**src/rtl/mem_stage_pkg.sv**
```systemverilog
// mem_stage_pkg: shared constants and types for the memory-access stage.
//   - DEF_WIDTH      default datapath width
//   - OP_W           opcode field width (field sits in IR[WIDTH-1 -: OP_W])
//   - OP_LOAD/STORE  memory opcodes; OP_ADD is a representative non-memory op
//   - CNT_W          timeout counter width (MEM_TIMEOUT is at most 255)
//   - mem_state_e    FSM state encoding
package mem_stage_pkg;

  localparam int DEF_WIDTH = 32;
  localparam int OP_W      = 6;
  localparam int CNT_W     = 8;

  localparam logic [OP_W-1:0] OP_ADD   = 6'h00;
  localparam logic [OP_W-1:0] OP_LOAD  = 6'h23;
  localparam logic [OP_W-1:0] OP_STORE = 6'h2B;

  typedef enum logic {
    MEM_IDLE = 1'b0,
    MEM_WAIT = 1'b1
  } mem_state_e;

endpackage

```
**src/rtl/mem_stage_if.sv**
```systemverilog
// mem_stage_if: data-memory request/acknowledge bus.
//   master (stage side) : drives dmem_req, dmem_we, dmem_addr, dmem_wdata
//   slave  (memory side): drives dmem_ack, dmem_rdata
//
// Handshake: the master raises dmem_req with we/addr/wdata and holds all four
// stable until it sees dmem_ack high on a rising edge (or gives up after a
// timeout). The slave raises dmem_ack for exactly the cycle in which the
// access completes; for a load dmem_rdata is valid in that same cycle. An ack
// seen while dmem_req is low carries no meaning and is ignored. The master may
// withdraw dmem_req without an ack only on timeout or reset.
interface mem_stage_if #(
  parameter int WIDTH = 32
);
  logic             dmem_req;
  logic             dmem_we;
  logic [WIDTH-1:0] dmem_addr;
  logic [WIDTH-1:0] dmem_wdata;
  logic             dmem_ack;
  logic [WIDTH-1:0] dmem_rdata;

  modport master (
    output dmem_req, dmem_we, dmem_addr, dmem_wdata,
    input  dmem_ack, dmem_rdata
  );

  modport slave (
    input  dmem_req, dmem_we, dmem_addr, dmem_wdata,
    output dmem_ack, dmem_rdata
  );
endinterface

```
**src/rtl/mem_stage.sv**
```systemverilog
// mem_stage: memory-access pipeline stage downstream of the EXE/MEM register.
// Non-memory instructions pass through with one cycle of latency. Loads and
// stores issue a request on the dmem bus and stall upstream until the memory
// acknowledges or MEM_TIMEOUT cycles elapse (sticky mem_err on timeout).
//
// Ports:
//   clk, rst_n         clock (rising edge), async active-low reset
//   valid_in, IR_in,   instruction from EXE/MEM (held by upstream while
//   PC_in, Z_in,       stall_out is high)
//   Addr_in
//   stall_out          combinational upstream hold request
//   dmem               data-memory bus (master side)
//   valid_out, IR_out, registered MEM/WB outputs; Z_out carries load data,
//   PC_out, Z_out      store data / ALU result, or 0 after a timeout
//   mem_err            sticky timeout flag, cleared only by reset
//   state_dbg          current FSM state
module mem_stage
  import mem_stage_pkg::*;
#(
  parameter int WIDTH       = DEF_WIDTH,
  parameter int MEM_TIMEOUT = 255
) (
  input  logic             clk,
  input  logic             rst_n,
  input  logic             valid_in,
  input  logic [WIDTH-1:0] IR_in,
  input  logic [WIDTH-3:0] PC_in,
  input  logic [WIDTH-1:0] Z_in,
  input  logic [WIDTH-1:0] Addr_in,
  output logic             stall_out,
  mem_stage_if.master      dmem,
  output logic             valid_out,
  output logic [WIDTH-1:0] IR_out,
  output logic [WIDTH-3:0] PC_out,
  output logic [WIDTH-1:0] Z_out,
  output logic             mem_err,
  output mem_state_e       state_dbg
);

  localparam logic [CNT_W-1:0] CNT_LAST = CNT_W'(MEM_TIMEOUT - 1);

  mem_state_e       state_q, state_d;
  logic [CNT_W-1:0] cnt_q, cnt_d;
  logic             req_q, req_d;
  logic             we_q, we_d;
  logic [WIDTH-1:0] addr_q, addr_d;
  logic [WIDTH-1:0] wdata_q, wdata_d;
  logic             valid_q, valid_d;
  logic [WIDTH-1:0] ir_q, ir_d;
  logic [WIDTH-3:0] pc_q, pc_d;
  logic [WIDTH-1:0] z_q, z_d;
  logic             err_q, err_d;

  logic [OP_W-1:0]  op;
  logic             is_load, is_store, is_mem;
  logic             in_wait, timeout_hit;

  assign op       = IR_in[WIDTH-1 -: OP_W];
  assign is_load  = (op == OP_LOAD);
  assign is_store = (op == OP_STORE);
  assign is_mem   = is_load | is_store;

  assign in_wait     = (state_q == MEM_WAIT);
  // Ack on the boundary cycle takes priority over the timeout.
  assign timeout_hit = in_wait & (cnt_q == CNT_LAST) & ~dmem.dmem_ack;

  // Gated by rst_n so upstream sees no stall while the stage is held in reset.
  assign stall_out = rst_n &
                     (((state_q == MEM_IDLE) & valid_in & is_mem) |
                      (in_wait & ~dmem.dmem_ack & ~timeout_hit));

  always_comb begin
    state_d = state_q;
    cnt_d   = cnt_q;
    req_d   = req_q;
    we_d    = we_q;
    addr_d  = addr_q;
    wdata_d = wdata_q;
    valid_d = 1'b0;
    ir_d    = ir_q;
    pc_d    = pc_q;
    z_d     = z_q;
    err_d   = err_q;

    unique case (state_q)
      MEM_IDLE: begin
        if (valid_in) begin
          if (is_mem) begin
            req_d   = 1'b1;
            we_d    = is_store;
            addr_d  = Addr_in;
            wdata_d = Z_in;
            cnt_d   = '0;
            state_d = MEM_WAIT;
          end else begin
            ir_d    = IR_in;
            pc_d    = PC_in;
            z_d     = Z_in;
            valid_d = 1'b1;
          end
        end
      end
      MEM_WAIT: begin
        // IR/PC/Z inputs are still those of the stalled instruction here.
        if (dmem.dmem_ack) begin
          req_d   = 1'b0;
          ir_d    = IR_in;
          pc_d    = PC_in;
          z_d     = is_load ? dmem.dmem_rdata : Z_in;
          valid_d = 1'b1;
          state_d = MEM_IDLE;
        end else if (timeout_hit) begin
          req_d   = 1'b0;
          err_d   = 1'b1;
          ir_d    = IR_in;
          pc_d    = PC_in;
          z_d     = '0;
          valid_d = 1'b1;
          state_d = MEM_IDLE;
        end else begin
          cnt_d = cnt_q + CNT_W'(1);
        end
      end
      default: state_d = MEM_IDLE;
    endcase
  end

  always_ff @(posedge clk or negedge rst_n) begin
    if (!rst_n) begin
      state_q <= MEM_IDLE;
      cnt_q   <= '0;
      req_q   <= 1'b0;
      we_q    <= 1'b0;
      addr_q  <= '0;
      wdata_q <= '0;
      valid_q <= 1'b0;
      ir_q    <= '0;
      pc_q    <= '0;
      z_q     <= '0;
      err_q   <= 1'b0;
    end else begin
      state_q <= state_d;
      cnt_q   <= cnt_d;
      req_q   <= req_d;
      we_q    <= we_d;
      addr_q  <= addr_d;
      wdata_q <= wdata_d;
      valid_q <= valid_d;
      ir_q    <= ir_d;
      pc_q    <= pc_d;
      z_q     <= z_d;
      err_q   <= err_d;
    end
  end

  assign dmem.dmem_req   = req_q;
  assign dmem.dmem_we    = we_q;
  assign dmem.dmem_addr  = addr_q;
  assign dmem.dmem_wdata = wdata_q;
  assign valid_out       = valid_q;
  assign IR_out          = ir_q;
  assign PC_out          = pc_q;
  assign Z_out           = z_q;
  assign mem_err         = err_q;
  assign state_dbg       = state_q;

endmodule

```
**src/flat_wrapper.sv**
```systemverilog
// flat-port wrapper written by rule: the top's interface ports become plain ports
module mem_stage_flat import mem_stage_pkg::*;
#(
  parameter int WIDTH       = DEF_WIDTH,
  parameter int MEM_TIMEOUT = 255
)
  (clk, rst_n, valid_in, IR_in, PC_in, Z_in, Addr_in, stall_out, valid_out, IR_out, PC_out, Z_out, mem_err, state_dbg, dmem_dmem_req, dmem_dmem_we, dmem_dmem_addr, dmem_dmem_wdata, dmem_dmem_ack, dmem_dmem_rdata);
  mem_stage_if #(.WIDTH(WIDTH)) dmem_i ();
  input  logic clk;
  input  logic rst_n;
  input  logic valid_in;
  input  logic [WIDTH-1:0] IR_in;
  input  logic [WIDTH-3:0] PC_in;
  input  logic [WIDTH-1:0] Z_in;
  input  logic [WIDTH-1:0] Addr_in;
  output logic stall_out;
  output logic valid_out;
  output logic [WIDTH-1:0] IR_out;
  output logic [WIDTH-3:0] PC_out;
  output logic [WIDTH-1:0] Z_out;
  output logic mem_err;
  output mem_state_e state_dbg;
  output wire logic [$bits(dmem_i.dmem_req)-1:0] dmem_dmem_req;
  output wire logic [$bits(dmem_i.dmem_we)-1:0] dmem_dmem_we;
  output wire logic [$bits(dmem_i.dmem_addr)-1:0] dmem_dmem_addr;
  output wire logic [$bits(dmem_i.dmem_wdata)-1:0] dmem_dmem_wdata;
  input wire logic [$bits(dmem_i.dmem_ack)-1:0] dmem_dmem_ack;
  input wire logic [$bits(dmem_i.dmem_rdata)-1:0] dmem_dmem_rdata;
  assign dmem_dmem_req = dmem_i.dmem_req;
  assign dmem_dmem_we = dmem_i.dmem_we;
  assign dmem_dmem_addr = dmem_i.dmem_addr;
  assign dmem_dmem_wdata = dmem_i.dmem_wdata;
  assign dmem_i.dmem_ack = dmem_dmem_ack;
  assign dmem_i.dmem_rdata = dmem_dmem_rdata;
  mem_stage #(.WIDTH(WIDTH), .MEM_TIMEOUT(MEM_TIMEOUT)) u_core (.clk(clk), .rst_n(rst_n), .valid_in(valid_in), .IR_in(IR_in), .PC_in(PC_in), .Z_in(Z_in), .Addr_in(Addr_in), .stall_out(stall_out), .dmem(dmem_i), .valid_out(valid_out), .IR_out(IR_out), .PC_out(PC_out), .Z_out(Z_out), .mem_err(mem_err), .state_dbg(state_dbg));
endmodule
```
**config.mk**
```make
export PLATFORM = sky130hd
export DESIGN_NAME = mem_stage_flat
export DESIGN_NICKNAME = d
export VERILOG_FILES = /design/src/rtl/mem_stage_pkg.sv /design/src/rtl/mem_stage_if.sv /design/src/rtl/mem_stage.sv /design/src/flat_wrapper.sv
export SDC_FILE = /design/constraint.sdc
export NUM_CORES = 1
export LEC_CHECK = 0
export BUFFER_PORTS_ARGS = -buffer_cell sky130_fd_sc_hd__buf_2
export CAP_MARGIN = 25
export CORE_MARGIN = 2
export CORE_UTILIZATION = 47
export DETAILED_ROUTE_END_ITERATION = 8
export PLACE_DENSITY = 0.78
export RECOVER_POWER = 100
export SLEW_MARGIN = 30
export SYNTH_ARGS = -nofsm -noshare
export SYNTH_HDL_FRONTEND = slang
export SYNTH_SLANG_ARGS = --single-unit
```
**constraint.sdc**
```tcl
create_clock -name clk -period 2.53 [get_ports clk]
set_input_delay 0.1265 -clock clk [delete_from_list [all_inputs] [get_ports clk]]
set_output_delay 0.1265 -clock clk [all_outputs]
set_load 0.03 [all_outputs]
```
==> results of run 1 <==
area by class of cell:
class,count,area (um^2),share of cell area
clock inverter,12,163,0.0151
clock buffer,20,457,0.0424
timing repair buffer,499,3150,0.293
tap,184,230,0.0214
inverter,6,22.5,0.00209
multi-input combinational,309,2460,0.229
sequential,171,4280,0.397
power by group through the flow:
stage	clock, mW	sequential (mW)	combinational [mW]
floorplan	0	4.17	0.487
global placement	0	3.37	1.98
detailed placement	0	3.39	2.01
CTS	2.75	3.35	2.22
global route	2.90	3.43	2.22
finish	2.74	3.38	2.10
placed cells by master, fill, tap and decap left out, types with 2 or more instances in the layout:
| cell type | count |
|---|---|
| o21ai_1 | 3 |
| or3_1 | 3 |
| clkbuf_2 | 5 |
| mux2_2 | 106 |
| dlygate4sd3_1 | 160 |
| clkbuf_1 | 165 |
| ha_1 | 2 |
| nor3_1 | 36 |
| mux2i_1 | 3 |
| buf_6 | 3 |
| clkinvlp_4 | 4 |
| clkbuf_8 | 2 |
| a22o_1 | 3 |
| a31oi_1 | 32 |
| inv_1 | 6 |
| clkinv_4 | 2 |
| o21a_1 | 3 |
| clkbuf_16 | 17 |
| mux2_1 | 20 |
| nand2_1 | 37 |
| o21ai_0 | 35 |
| clkbuf_4 | 3 |
| bufinv_16 | 3 |
| dfrtp_1 | 171 |
| nor2_1 | 2 |
| nand3_1 | 3 |
| nand4_1 | 2 |
| buf_2 | 159 |
| buf_4 | 3 |
what timing repair did:
| item | in CTS | in global routing |
|---|---|---|
| hold buffers | 160 | 0 |
| setup buffers | 0 | 1 |
| hold endpoints to repair | 188 | 0 |
| resized for setup | 0 | 10 |
| endpoints found under the setup margin | 0 | 5 |
cell families after synthesis:
kind of cell               Yosys count  share of synthesized area
DFF                                171                      0.610
muxes                              130                      0.216
and+or+nand+nor                     92                     0.0658
AOI/OAI and AO/OA                   85                     0.0728
buffers and inverters               41                     0.0323
adders and majority gates            2                    0.00357
per-layer routing:
metal,GRT usage,up-vias,routed length (um)
met2,0.524,348,12200
met3,0.0739,83,1630
met5,0,-,0
met1,0.321,3107,8240
li1,-,2844,-
met4,0.151,0,1050
per-stage QoR:
step           setup WS (ns)  cell area (um^2)  instances  power, mW  hold slack, ns
5_1_grt               0.0262             10800       1201       8.54          0.0101
3_3_place_gp           0.554              8820       1008       5.35          0.0311
3_5_place_dp           0.514              8820       1008       5.40          0.0303
4_1_cts              0.00723             11000       1200       8.32         0.00958
2_1_floorplan          0.421              7020        521       4.66          -0.169
6_report              0.0969             10800       1201       8.23          0.0248
how the worst min path moves through the flow:
stage                     startpoint                                endpoint  slack (ns)  cells past startpoint
final                      IR_in[26]           u_core.IR_out[26]$_DFFE_PN0P_        0.02                      2
after global routing       IR_in[26]           u_core.IR_out[26]$_DFFE_PN0P_        0.01                      2
after global placement         rst_n  u_core.dmem.dmem_wdata[23]$_DFFE_PN0P_        0.03                      1
after CTS                  IR_in[26]           u_core.IR_out[26]$_DFFE_PN0P_        0.01                      2
after detailed placement       rst_n   u_core.dmem.dmem_addr[17]$_DFFE_PN0P_        0.03                      1
after floorplan                rst_n            u_core.IR_out[0]$_DFFE_PN0P_       -0.17                      0
state kept, by name, indices dropped and copies added, names as in the netlist:
name,flops
u_core.dmem.dmem_req,1
u_core.dmem.dmem_addr,32
u_core.PC_out,30
u_core.cnt_q,8
u_core.dmem.dmem_wdata,32
u_core.IR_out,32
u_core.Z_out,32
u_core.dmem.dmem_we,1
u_core.valid_out,1
u_core.mem_err,1
u_core.state_dbg,1
==> flow_metrics.py, run 1 <==
metrics = {
    "run_status": {
        "status": "finished, final reports clean",
    },
    "clock_tree": {
        "cts_made_buffers": 17,
        "clk_latency_ns": 0.42,
        "clk_pin_slew_ns": 0.07,
        "clock_sinks": 171,
        "h-tree-depth": 4,
        "cts_max_path_buffers": 2,
        "clock-root-buffer": "clkbuf_16",
        "cts_tree": "yes",
    },
    "sta": {
        "max_freq_mhz": 411,
        "relSlewSlack": 0.179,
        "hold_viol_final": 0,
        "finalSetupViolations": 0,
        "report.final.slew_viol_count": 0,
        "grt_setup_unrepaired": "no",
        "fin_skew_ns": 0.0103,
        "period_share": 0.962,
        "fin_setup_tns_ns": 0,
        "tightestPinTransition_ns": 1.23,
        "min_period_ns": 2.43,
    },
    "drt": {
        "postRouteAntennaNets": 0,
        "dr.first_iter.drc_count": 404,
        "drc": 0,
        "vias_per_cell": 5.31,
        "vias": 6382,
        "wl_mm": 23.1,
        "wl_per_cell_um": 19.3,
        "drtPass1Iterations": 5,
    },
    "pwr": {
        "clockPowerShare": 0.333,
        "combinationalPowerShare": 0.256,
        "ir_drop_uv": 592,
        "p_switching_mw": 2.74,
        "power.leakage_nw": 4.79,
        "p_int_mw": 5.48,
        "power_density_nw_per_um2": 764,
        "switching_share": 0.334,
        "p_seq_frac": 0.412,
    },
    "logic_synthesis": {
        "synthTopCellsByCount": "dfrtp_1, mux2_2, nand2_1, o21ai_0, nor3_1",
        "async_flop_share": 1.00,
        "synthesis.instances": 521,
        "synthFlopType": "dfrtp_1",
        "synth_area_um2": 7020,
        "synth.area.top_cells": "dfrtp_1, mux2_2, mux2_4, a31oi_1, o21ai_0",
        "synth_top_area_cell": "dfrtp_1",
        "synth_edf_count": 0,
        "yosysSeqAreaShare": 0.610,
        "synth_top_area_share": 0.610,
        "ys_ff_latch": 171,
        "yosys.cell_count.top_type": "dfrtp_1",
        "syn-num-nets": 685,
        "avgSynthCellArea_um2": 13.5,
        "ys_warn_count": 0,
        "synth_cell_types": 41,
    },
    "global_route": {
        "grt_pass1_vias": 6936,
        "grt_antenna_before_repair": 0,
        "grt_start_max_net_pins": 92,
        "grt_pass1_wl_mm": 36.5,
        "grt_use_total": 0.293,
        "grt-ovfl-total": 0,
    },
    "floorplan": {
        "die_area_um2": 15900,
        "dieHeight_um": 126,
        "core-area_um2": 14500,
        "start_util": 0.483,
        "die_w_um": 126,
        "rows": 44,
        "pin_count": 326,
    },
    "critical_path": {
        "crit_path_max_fanout": 31,
        "reg2reg_depth": 4,
        "worstSetupStartpoint": "IR_in[28]",
        "required_ns": 2.83,
        "critPathTopFamily": "buffers and inverters",
        "startpoint_type": "primary input",
        "crit_cells": 8,
        "arrival_ns": 2.73,
        "max_stage_delay_ns": 0.62,
        "endpoint_kind": "flop",
        "cp_slowest_cell": "or4b_1",
        "worst-path-buf-inv": 4,
        "ff2ff_setup_slack_ns": 0.13,
        "worstSetupPathType": "in2reg",
        "cp-endpoint": "u_core.Z_out[5]$_DFFE_PN0P_",
        "cp_cell_sequence": "dlygate4sd3_1 > clkbuf_1 > or4b_1 > o21a_1 > buf_6 > o21ai_1 > a31oi_1 > dlygate4sd3_1",
        "r2r-start": "u_core.state_dbg$_DFF_PN0_",
        "r2r_end": "u_core.dmem.dmem_wdata[9]$_DFFE_PN0P_",
        "path_common_cell": "dlygate4sd3_1",
    },
    "layout": {
        "diodes": 0,
        "fillerInstances": 991,
        "nets": 1168,
        "drive_above_1_share": 0.313,
        "area_growth_pct": 53.5,
        "fin_util": 0.741,
    },
    "hold_path": {
        "hold_path.class": "in2reg",
    },
    "placement": {
        "portBuffers": 325,
        "dp_hpwl_mm": 13.3,
        "gp_congestion": 0.810,
    },
    "run": {
        "max_cap_viol_count": 0,
    },
}
(Power assumes the default switching activity.)
==> run 2: changes to the inputs <==
- PLACE_DENSITY: 0.78 -> 0.89
==> flow_metrics.py, run 2 (synthesis results as in run 1) <==
metrics = {
    "run_status": {
        "status": "finished, final reports clean",
    },
    "critical_path": {
        "max_stage_delay_ns": 0.60,
        "r2r-start": "u_core.state_dbg$_DFF_PN0_",
        "cp_cell_sequence": "nand2b_1 > or3_2 > clkbuf_2 > mux2_2",
        "reg2reg_depth": 4,
        "startpoint_type": "flop",
        "r2r_end": "u_core.dmem.dmem_wdata[21]$_DFFE_PN0P_",
        "required_ns": 2.83,
        "arrival_ns": 2.68,
        "worstSetupPathType": "reg2reg",
        "cp_slowest_cell": "clkbuf_2",
        "crit_path_max_fanout": 36,
        "worstSetupStartpoint": "u_core.state_dbg$_DFF_PN0_",
        "critPathTopFamily": "simple AND/OR/NAND/NOR gates",
        "worst-path-buf-inv": 1,
        "ff2ff_setup_slack_ns": 0.15,
        "endpoint_kind": "flop",
    },
    "placement": {
        "gp_congestion": 0.834,
        "dp_hpwl_mm": 14.2,
        "portBuffers": 325,
    },
    "sta": {
        "fin_setup_tns_ns": 0,
        "finalSetupViolations": 0,
        "period_share": 0.942,
        "hold_viol_final": 0,
        "relSlewSlack": 0.165,
        "grt_setup_unrepaired": "no",
        "max_freq_mhz": 420,
        "report.final.slew_viol_count": 0,
        "tightestPinTransition_ns": 1.25,
        "fin_skew_ns": 0.0171,
        "min_period_ns": 2.38,
    },
    "hold_path": {
        "holdPathStages": 2,
        "hold_path.class": "in2reg",
        "min-delay-start": "IR_in[30]",
        "min_to": "u_core.IR_out[30]$_DFFE_PN0P_",
    },
    "clock_tree": {
        "cts_made_buffers": 17,
        "clk_pin_slew_ns": 0.07,
        "clock_sinks": 171,
        "h-tree-depth": 4,
        "clock-root-buffer": "clkbuf_16",
        "clk_latency_ns": 0.43,
        "cts_max_path_buffers": 2,
        "cts_tree": "yes",
    },
    "global_route": {
        "grt_start_max_net_pins": 86,
        "grt_antenna_before_repair": 1,
        "grt_pass1_vias": 7211,
        "grt_pass1_wl_mm": 39.5,
        "grt_use_total": 0.323,
        "grt-ovfl-total": 0,
    },
    "layout": {
        "area_growth_pct": 53.1,
        "layout_commonest_cell": "dfrtp_1",
        "drive_above_1_share": 0.313,
        "nets": 1170,
        "layout_common_cells": "dfrtp_1, clkbuf_1, dlygate4sd3_1, buf_2, mux2_2",
        "fin_util": 0.739,
    },
    "drt": {
        "drtPass1Iterations": 7,
        "wl_per_cell_um": 20.9,
        "wl_mm": 25.2,
        "postRouteAntennaNets": 0,
        "dr.first_iter.drc_count": 474,
        "vias": 6586,
        "drc": 0,
        "vias_per_cell": 5.47,
    },
    "floorplan": {
        "die_area_um2": 15900,
        "rows": 44,
        "start_util": 0.483,
        "dieHeight_um": 126,
        "pin_count": 326,
        "die_w_um": 126,
        "core-area_um2": 14500,
    },
    "pwr": {
        "power.leakage_nw": 4.78,
        "ir_drop_uv": 490,
        "power_density_nw_per_um2": 752,
    },
    "run": {
        "max_cap_viol_count": 0,
    },
}
## run 2: through the flow
stage / power, mW / worst slack [ns] / cell area (um^2) / cells / hold WS [ns]
finish: 8.08 / 0.148 / 10700 / 1204 / 0.0205
global route: 8.40 / 0.0236 / 10700 / 1203 / 0.0207
CTS: 8.14 / 0.0171 / 11000 / 1201 / 0.0123
detailed placement: 5.43 / 0.418 / 8850 / 1009 / 0.104
global placement: 5.36 / 0.477 / 8850 / 1009 / 0.0980
floorplan: 4.66 / 0.421 / 7020 / 521 / -0.169
## run 2: repair_timing
action | 4_1_cts | 5_1_grt
setup buffers | 0 | 1
gates resized for setup | 0 | 3
hold buffers | 161 | 0
endpoints found under the setup margin | 0 | 5
hold endpoints to repair | 203 | 0
## run 2: area by class of cell
cell class              instances  area [um^2]
clock buffers                  20          457
flip-flops and latches        171         4280
fillers                       971         3790
diodes                          2         5.00
well taps                     184          230
multi-input cells             309         2470
clock inverters                11          110
repair buffers                501         3170
inverters                       6         22.5
## run 2: how the worst max path moves through the flow
stage	to	slack, ns	depth (start not counted)
global placement	u_core.IR_out[8]$_DFFE_PN0P_	0.48	7
global route	u_core.IR_out[23]$_DFFE_PN0P_	0.02	8
finish	u_core.dmem.dmem_wdata[21]$_DFFE_PN0P_	0.15	4
floorplan	u_core.PC_out[15]$_DFFE_PN0P_	0.42	9
CTS	u_core.Z_out[16]$_DFFE_PN0P_	0.02	8
detailed placement	u_core.PC_out[11]$_DFFE_PN0P_	0.42	7
## run 2: power breakdown
part	internal (mW)	switching [mW]	leakage (nW)	total (mW)
Combinational	0.735	1.41	2.45	2.15
Clock	1.42	1.11	0.270	2.52
Sequential	3.14	0.269	2.07	3.41
Total	5.29	2.79	4.78	8.08
## run 2: per-layer routing
metal  share of wire  wire [um]  vias to the layer above  global-route usage
met1            0.35       8930                     3162               0.360
met2            0.52      13000                      467               0.569
li1                -          -                     2861                   -
met3           0.082       2060                       96              0.0850
met4           0.046       1150                        0               0.168
met5               0          0                        -                   0
